File: src/rtl/cmd_frame_rx_pkg.sv
// Shared definitions for the command-frame path: opcode values, frame
// layout constants and the receiver FSM state encoding. Imported by
// cmd_frame_rx and by the benches so both agree on the byte format.
package cmd_frame_rx_pkg;

  localparam logic [7:0] ADDR      = 8'd1;
  localparam logic [7:0] LOAD      = 8'd2;
  localparam logic [7:0] WRITE     = 8'd3;
  localparam logic [7:0] READ      = 8'd4;
  localparam logic [7:0] READ_REQ  = 8'd5;
  localparam logic [7:0] COUNT     = 8'd6;
  localparam logic [7:0] CONST     = 8'd7;

  localparam int         FRAME_LEN = 6;
  localparam logic [7:0] TERM_BYTE = 8'h00;

  typedef enum logic [1:0] {
    S_IDLE = 2'd0,
    S_ARG  = 2'd1,
    S_TERM = 2'd2
  } state_t;

endpackage

File: src/rtl/cmd_frame_rx_gap_timer.sv
// gap_timer: counts clock cycles between bytes of a frame.
// Ports:
//   clk, reset  - clock, synchronous active-high reset
//   clear       - restart the count at zero
//   enable      - count while high
//   expired     - high while the count equals TIMEOUT_CYCLES (count holds there)
module gap_timer #(
  parameter int TIMEOUT_CYCLES = 5000,
  parameter int TIMEOUT_W      = 16
) (
  input  logic clk,
  input  logic reset,
  input  logic clear,
  input  logic enable,
  output logic expired
);

  localparam logic [TIMEOUT_W-1:0] LIMIT = TIMEOUT_W'(TIMEOUT_CYCLES);

  logic [TIMEOUT_W-1:0] count;

  always_ff @(posedge clk) begin
    if (reset || clear) begin
      count <= '0;
    end else if (enable && !expired) begin
      count <= count + TIMEOUT_W'(1);
    end
  end

  assign expired = (count == LIMIT);

endmodule

File: src/rtl/cmd_frame_rx.sv
// cmd_frame_rx: assembles 6-byte command frames (opcode, 32-bit argument
// MSB first, 0x00 terminator) from the uart_rx byte stream and hands
// {cmd, arg} to the control FSM through a one-deep valid/ready slot.
// Optional feature macro: CMD_TIMEOUT_EN (inter-byte gap timeout).
// Ports:
//   clk, reset          - clock, synchronous active-high reset
//   rx_data, rx_valid   - byte stream from uart_rx (one-cycle strobe)
//   cmd_valid, cmd_ready- output handshake; slot held until accepted
//   cmd, arg            - decoded opcode and argument
//   frame_err           - one-cycle pulse: bad opcode/terminator/timeout
//   overrun             - one-cycle pulse: good frame dropped, slot full
module cmd_frame_rx
  import cmd_frame_rx_pkg::*;
#(
  parameter logic [7:0] MAX_CMD        = 8'd7,
  parameter int         TIMEOUT_CYCLES = 5000,
  parameter int         TIMEOUT_W      = 16
) (
  input  logic        clk,
  input  logic        reset,
  input  logic [7:0]  rx_data,
  input  logic        rx_valid,
  output logic        cmd_valid,
  input  logic        cmd_ready,
  output logic [7:0]  cmd,
  output logic [31:0] arg,
  output logic        frame_err,
  output logic        overrun
);

  state_t      state_q, state_d;
  logic [1:0]  cnt;
  logic [7:0]  shadow_cmd;
  logic [31:0] shadow_arg;
  logic        timeout_exp;
  logic        opcode_ok;
  logic        frame_done;
  logic        err_d;
  logic        overrun_d;
  logic        slot_load;

  assign opcode_ok = (rx_data != 8'd0) && (rx_data <= MAX_CMD);

`ifdef CMD_TIMEOUT_EN
  gap_timer #(
    .TIMEOUT_CYCLES(TIMEOUT_CYCLES),
    .TIMEOUT_W     (TIMEOUT_W)
  ) u_gap_timer (
    .clk    (clk),
    .reset  (reset),
    .clear  (rx_valid || (state_q == S_IDLE)),
    .enable (state_q != S_IDLE),
    .expired(timeout_exp)
  );
`else
  // No timer: expiry is constant false; the expression only keeps the
  // timer parameters referenced so both builds share one interface.
  assign timeout_exp = (TIMEOUT_CYCLES < 0) && (TIMEOUT_W < 0);
`endif

  // State register
  always_ff @(posedge clk) begin
    if (reset) state_q <= S_IDLE;
    else       state_q <= state_d;
  end

  // Next-state logic; a byte arriving in the expiry cycle takes priority
  always_comb begin
    state_d = state_q;
    if (rx_valid) begin
      unique case (state_q)
        S_IDLE:  if (opcode_ok) state_d = S_ARG;
        S_ARG:   if (cnt == 2'd3) state_d = S_TERM;
        S_TERM:  state_d = S_IDLE;
        default: state_d = S_IDLE;
      endcase
    end else if (timeout_exp && (state_q != S_IDLE)) begin
      state_d = S_IDLE;
    end
  end

  // Output decode: frame completion, error and overrun conditions
  always_comb begin
    frame_done = 1'b0;
    err_d      = 1'b0;
    overrun_d  = 1'b0;
    slot_load  = 1'b0;
    if (rx_valid) begin
      if (state_q == S_IDLE && !opcode_ok)                        err_d = 1'b1;
      if (state_q == S_TERM && rx_data != TERM_BYTE)              err_d = 1'b1;
      if (state_q == S_TERM && rx_data == TERM_BYTE)              frame_done = 1'b1;
    end else if (timeout_exp && (state_q != S_IDLE)) begin
      err_d = 1'b1;
    end
    // Same-cycle accept frees the slot, so the new frame may replace it
    slot_load = frame_done && (!cmd_valid || cmd_ready);
    overrun_d = frame_done && cmd_valid && !cmd_ready;
  end

  // Shadow frame capture
  always_ff @(posedge clk) begin
    if (reset) begin
      cnt <= 2'd0;
    end else if (rx_valid) begin
      if (state_q == S_IDLE) begin
        cnt <= 2'd0;
        if (opcode_ok) shadow_cmd <= rx_data;
      end else if (state_q == S_ARG) begin
        cnt        <= cnt + 2'd1;
        shadow_arg <= {shadow_arg[23:0], rx_data};
      end
    end
  end

  // Output slot and status pulses
  always_ff @(posedge clk) begin
    if (reset) begin
      cmd_valid <= 1'b0;
      cmd       <= 8'd0;
      arg       <= 32'd0;
      frame_err <= 1'b0;
      overrun   <= 1'b0;
    end else begin
      frame_err <= err_d;
      overrun   <= overrun_d;
      if (slot_load) begin
        cmd_valid <= 1'b1;
        cmd       <= shadow_cmd;
        arg       <= shadow_arg;
      end else if (cmd_valid && cmd_ready) begin
        cmd_valid <= 1'b0;
      end
    end
  end

endmodule
File: config.mk
export PLATFORM = sky130hd
export DESIGN_NAME = cmd_frame_rx
export DESIGN_NICKNAME = d
export VERILOG_FILES = /design/src/rtl/cmd_frame_rx_pkg.sv /design/src/rtl/cmd_frame_rx_gap_timer.sv /design/src/rtl/cmd_frame_rx.sv
export SDC_FILE = /design/constraint.sdc
export NUM_CORES = 1
export LEC_CHECK = 0
export CELL_PAD_IN_SITES_DETAIL_PLACEMENT = 1
export CELL_PAD_IN_SITES_GLOBAL_PLACEMENT = 1
export CORE_MARGIN = 1.5
export CORE_UTILIZATION = 45
export CTS_CLUSTER_SIZE = 8
export DETAILED_ROUTE_END_ITERATION = 12
export HOLD_SLACK_MARGIN = 0.02
export PLACE_DENSITY_LB_ADDON = 0.12
export SYNTH_ARGS = -nofsm -noshare
export SYNTH_HDL_FRONTEND = slang
export SYNTH_SLANG_ARGS = --single-unit
File: constraint.sdc
create_clock -name clk -period 9.4 [get_ports clk]
set_clock_uncertainty 0.05 [all_clocks]
set_input_delay 0.94 -clock clk [delete_from_list [all_inputs] [get_ports clk]]
set_output_delay 0.94 -clock clk [all_outputs]
set_load 0.02 [all_outputs]
# Word-level counts from Yosys, hierarchy flattened
# Cells that the tools add are included.
# W data, S select, Z words.
# totals
regBits,87
latch_bits,0
ram_bits,0
mem_bits_ro,0
inputBits,12
out_inout_bits,43
mem_count,0
# classes
n_addsub,1
n_mul,0
div,0
magnitude_cmp,1
n_eq_ne,5
shift,0
muxes,11
n_bitwise,3
reduce_logical,22
# ops
cell,n
$le A8 B3 Y1 const B,1
$logic_and A1 B1 Y1,8
$logic_not A8 Y1,1
$mux W2,4
$reduce_and A4 Y1,2
$reduce_bool A8 Y1,1
$mux W1,6
$eq A2 B2 Y1 const B,2
$ne A2 B2 Y1 const B,2
$pmux W2 S2,1
$reduce_bool A2 Y1,2
$logic_not A1 Y1,3
$not A1 Y1,3
$reduce_and A3 Y1,1
$add A2 B1 Y2 const B,1
$eq A2 B1 Y1 const B,1
$logic_not A2 Y1,1
$reduce_and A2 Y1,1
$reduce_or A2 Y1,1
$logic_or A1 B1 Y1,1

# Longest topological paths before layout
# logic_depth
depth_word,6
depth_mapped,6
ltp_nobuf,5

# Worst setup path after synthesis
# No wires, ideal clock.
# synth_timing
path_kind,input to register
from,input reset
to,register shadow_arg[0] (enable)
setup_ps,461
arrival_time_ps,3599
t_required_ps,8889
setup_slack_ps,5290
stages,3
path_cell_list,clkbuf_1 clkbuf_1 nor3_1
# synth_between
elab_chain_len,2
# synth_rtl
item,line,text
from (decl),cmd_frame_rx.sv:20,"input logic reset,"
$not A1 Y1 (no source line),n/a,
$reduce_and A4 Y1 (no source line),n/a,
to (signal assigned),cmd_frame_rx.sv:110,"shadow_arg <= {shadow_arg[23:0], rx_data};"
to (decl),cmd_frame_rx.sv:34,logic [31:0] shadow_arg;
# Every way passes these cells.
# A chain may end at the register's enable or synchronous reset.

# Final worst setup path
# layout_timing
from,input rx_data[2]
to,register arg[1]
# layout_between
elab_chain_len,5
# layout_rtl
item,line,text
from (decl),cmd_frame_rx.sv:21,"input logic [7:0] rx_data,"
$logic_not A8 Y1,cmd_frame_rx.sv:91,if (state_q == S_TERM && rx_data == TERM_BYTE) frame_done = 1'b1;
$logic_and A1 B1 Y1,cmd_frame_rx.sv:91,
$mux W1,cmd_frame_rx.sv:91,
$mux W1,cmd_frame_rx.sv:88,if (rx_valid) begin
$logic_and A1 B1 Y1,cmd_frame_rx.sv:96,slot_load = frame_done && (!cmd_valid || cmd_ready);
to (signal assigned),cmd_frame_rx.sv:129,arg <= shadow_arg;
to (decl),cmd_frame_rx.sv:26,"output logic [31:0] arg,"
# Every way passes these cells.

==> results.tsv <==
metric	value	unit
synth_fa_ha_area_frac	0.003676	
tns	0	ns
gp_congestion	0.7644	
ys_seq_area_frac	0.6294	
place_ws	5.713	ns
drv_cap	0	
worstPathArrival	3.52	ns
track_usage	0.1864	
ioPinCount	55	
die_area	0.008094	sq mm
p_comb_frac	0.030	
via_per_inst	5.084	
hold_viol	0	
htreeDepth	3	
pwr-share-seq	0.596	
placed_cells	437	
fin_ws	6.106	ns
cts_buffers	9	
outcome	complete, no violations	
antenna_found_initial	0	
drt_pass1_iterations	4	
stdcell_count	453	
clkLatencyLatePin	0.35	ns
switching_share	0.2111	
wirelength	7177	um
hpwl	4409	um
drt_iter0_drc	132	
use_met1	0.2280	
maxSlewHeadroom	0.3154	
core_area	0.007292	sq mm
die_w	89.97	um
synth_xor_area_frac	0.002574	
path_clk_slew	0.09	ns
grt_pass1_vias	2323	
synth_area_per_cell	11.27	sq um
synth_compound_area_frac	0.1279	
rows	31	
clock-sinks	87	
vdd_ir_drop_max	0.07816	mV
initial_core_util	0.4667	
end_kind	flip-flop	
synthesis.area	0.003403	sq mm
yosys.area_share.simple	0.1974	
grt_pass1_wl	11740	um
p_switching	139.7	uW
cts.hold.buffers_added	0	
port-buffer-count	54	
syn_inst	302	
fmax	303.6	MHz
report.final.slew_viol_count	0	
synth_cell_types	29	
synth_top_area_frac	0.3529	
fin_nets	362	
startpoint_type	input pin	
wire_per_inst	15.84	um
setup_viol	0	
p_per_area	158.6	mW/mm^2
drc_errors	0	
synthMuxAreaShare	0.003309	
grt_max_degree	85	
hold_path.class	flip-flop to flip-flop	
die_h	89.97	um
synth_top_family_by_area	simple AND/OR/NAND/NOR gates	
grt.busiest_layer	met2	
ys_warn_count	0	
stdcell_area	0.004174	sq mm
postPlaceCellArea	0.003979	sq mm
period_share	0.3504	
p_leak	1.383	nW
cts_root_buf	clkbuf_8	
p_clk_frac	0.374	
required	9.62	ns
synth_seq_cells	87	
max_slew.worst_pin.slew	1.025	ns
syn2layout_area_growth	22.65	%
p_total	661.8	uW
grt_setup_unrepaired	false	
crit_fanout	42	
post_cts_resized	0	
yosysTopAreaCell	edfxtp_1	
overflow	0	
postCtsSetupRepairBufs	0	
synthesis.nets	315	
p_int	522.1	uW
cts_tree	yes	
grt_use_met2	0.3232	
layout_min_cycle_time	3.294	ns
antenna_cells	0	
antenna_left	0	
drive_above_1_share	0.07627	
crit_type	input pin to flip-flop	
ys_top_cells_by_area	edfxtp_1 (35%), dfxtp_1 (28%), nand2b_1 (7.7%)	
num_vias	2303	
grt_use_met3	0.03130	
clockBufferDepth	2	
## metrics by stage
stage	util	hold slack (ns)
3_5_place_dp	0.5456	0.3897
6_report	0.5724	0.4072
5_1_grt	0.5724	0.4207
2_1_floorplan	-	0.3775
3_3_place_gp	0.5456	0.3811
4_1_cts	0.5724	0.4081
## path summary, 6_finish.rpt
| path | startpoint | to | slack, ns | depth (start not counted) |
|---|---|---|---|---|
| setup / recovery | rx_data[2] | arg[1] | 6.11 | 5 |
| hold / removal | shadow_arg[21] | shadow_arg[29] | 0.41 | 0 |
| setup reg to reg | state_q[1] | arg[1] | 6.74 | 4 |
| hold reg to reg | shadow_arg[21] | shadow_arg[29] | 0.41 | 0 |
## power by group through the flow
stage / Clock [mW] / Combinational (mW) / Sequential [mW]
global route: 0.270 / 0.0218 / 0.394
detailed placement: 0 / 0.0202 / 0.403
floorplan: 0 / 0.0101 / 0.403
global placement: 0 / 0.0199 / 0.403
finish: 0.248 / 0.0201 / 0.394
CTS: 0.256 / 0.0203 / 0.394
## registers in the layout, indices dropped and copies added, names as in the netlist
register and flops:
frame_err 1, cnt 2, cmd_valid 1, shadow_cmd 8, shadow_arg 32, overrun 1
arg 32, state_q 2, cmd 8
## synthesized netlist by cell type (all sizes together)
cell and number:
edfxtp 40, dfxtp 47, or2b 1, nor3b 1, a21oi 3, o31a 1, nor3 3, clkbuf 17
buf 5, ha 1, mux2 1, nor4b 2, o21ai 81, nand3 2, nand2 3, nor2 4
nand2b 43, nand4b 1, xnor2 1, nand4 1, and2b 1, nor2b 41, a31oi 1, nor4 1
## cell usage in the layout (no fill, tap or decap)
cell type,n
nor4_1,1
nor2_1,4
nand2b_1,42
mux2_2,1
nor4b_4,1
clkbuf_8,10
or2b_1,1
dfxtp_1,47
nor3_2,2
nand4b_1,1
edfxtp_1,40
o31a_1,1
nand2b_4,1
o21ai_0,34
clkinv_2,1
buf_4,4
a31oi_1,1
buf_2,1
xnor2_1,1
ha_1,1
nand3_1,2
nor3_1,1
nor2b_2,1
and2b_1,1
nand4_2,1
o21ai_1,47
a21oi_1,3
clkinvlp_4,2
nor2b_1,40
clkbuf_16,1
clkdlybuf4s50_1,53
clkinv_4,1
nand2_1,3
nor3b_1,1
nor4b_1,1
clkbuf_1,1
## per-layer routing
metal / routed length, um / share of wire / vias up
met2: 3652 / 0.51 / 42
met5: 0 / 0 / -
met3: 198 / 0.028 / 12
met4: 115 / 0.016 / 0
li1: - / - / 1132
met1: 3211 / 0.45 / 1117
## worst max-delay path, stage by stage
cell and delay [ns]:
clkdlybuf4s50_1 0.50, nor4b_4 0.34, nand4_2 0.82, nand2b_4 0.65, o21ai_1 0.25
## cell type report
type | count | area, sq um
Fill cell | 806 | 3118
Timing Repair Buffer | 58 | 565.5
Sequential cell | 87 | 2142
Multi-Input combinational cell | 193 | 1147
Clock buffer | 12 | 166.4
Clock inverter | 4 | 28.78
Tap cell | 99 | 123.9
## kinds of logic after synthesis
family	after synthesis
flip-flops	87
buffers and inverters	22
AND/OR/NAND/NOR	104
adder cells (fa/ha/maj)	1
multiplexers	1
XOR/XNOR	1
AO/OA/AOI/OAI	86
Power figures use the tool's default switching activity.
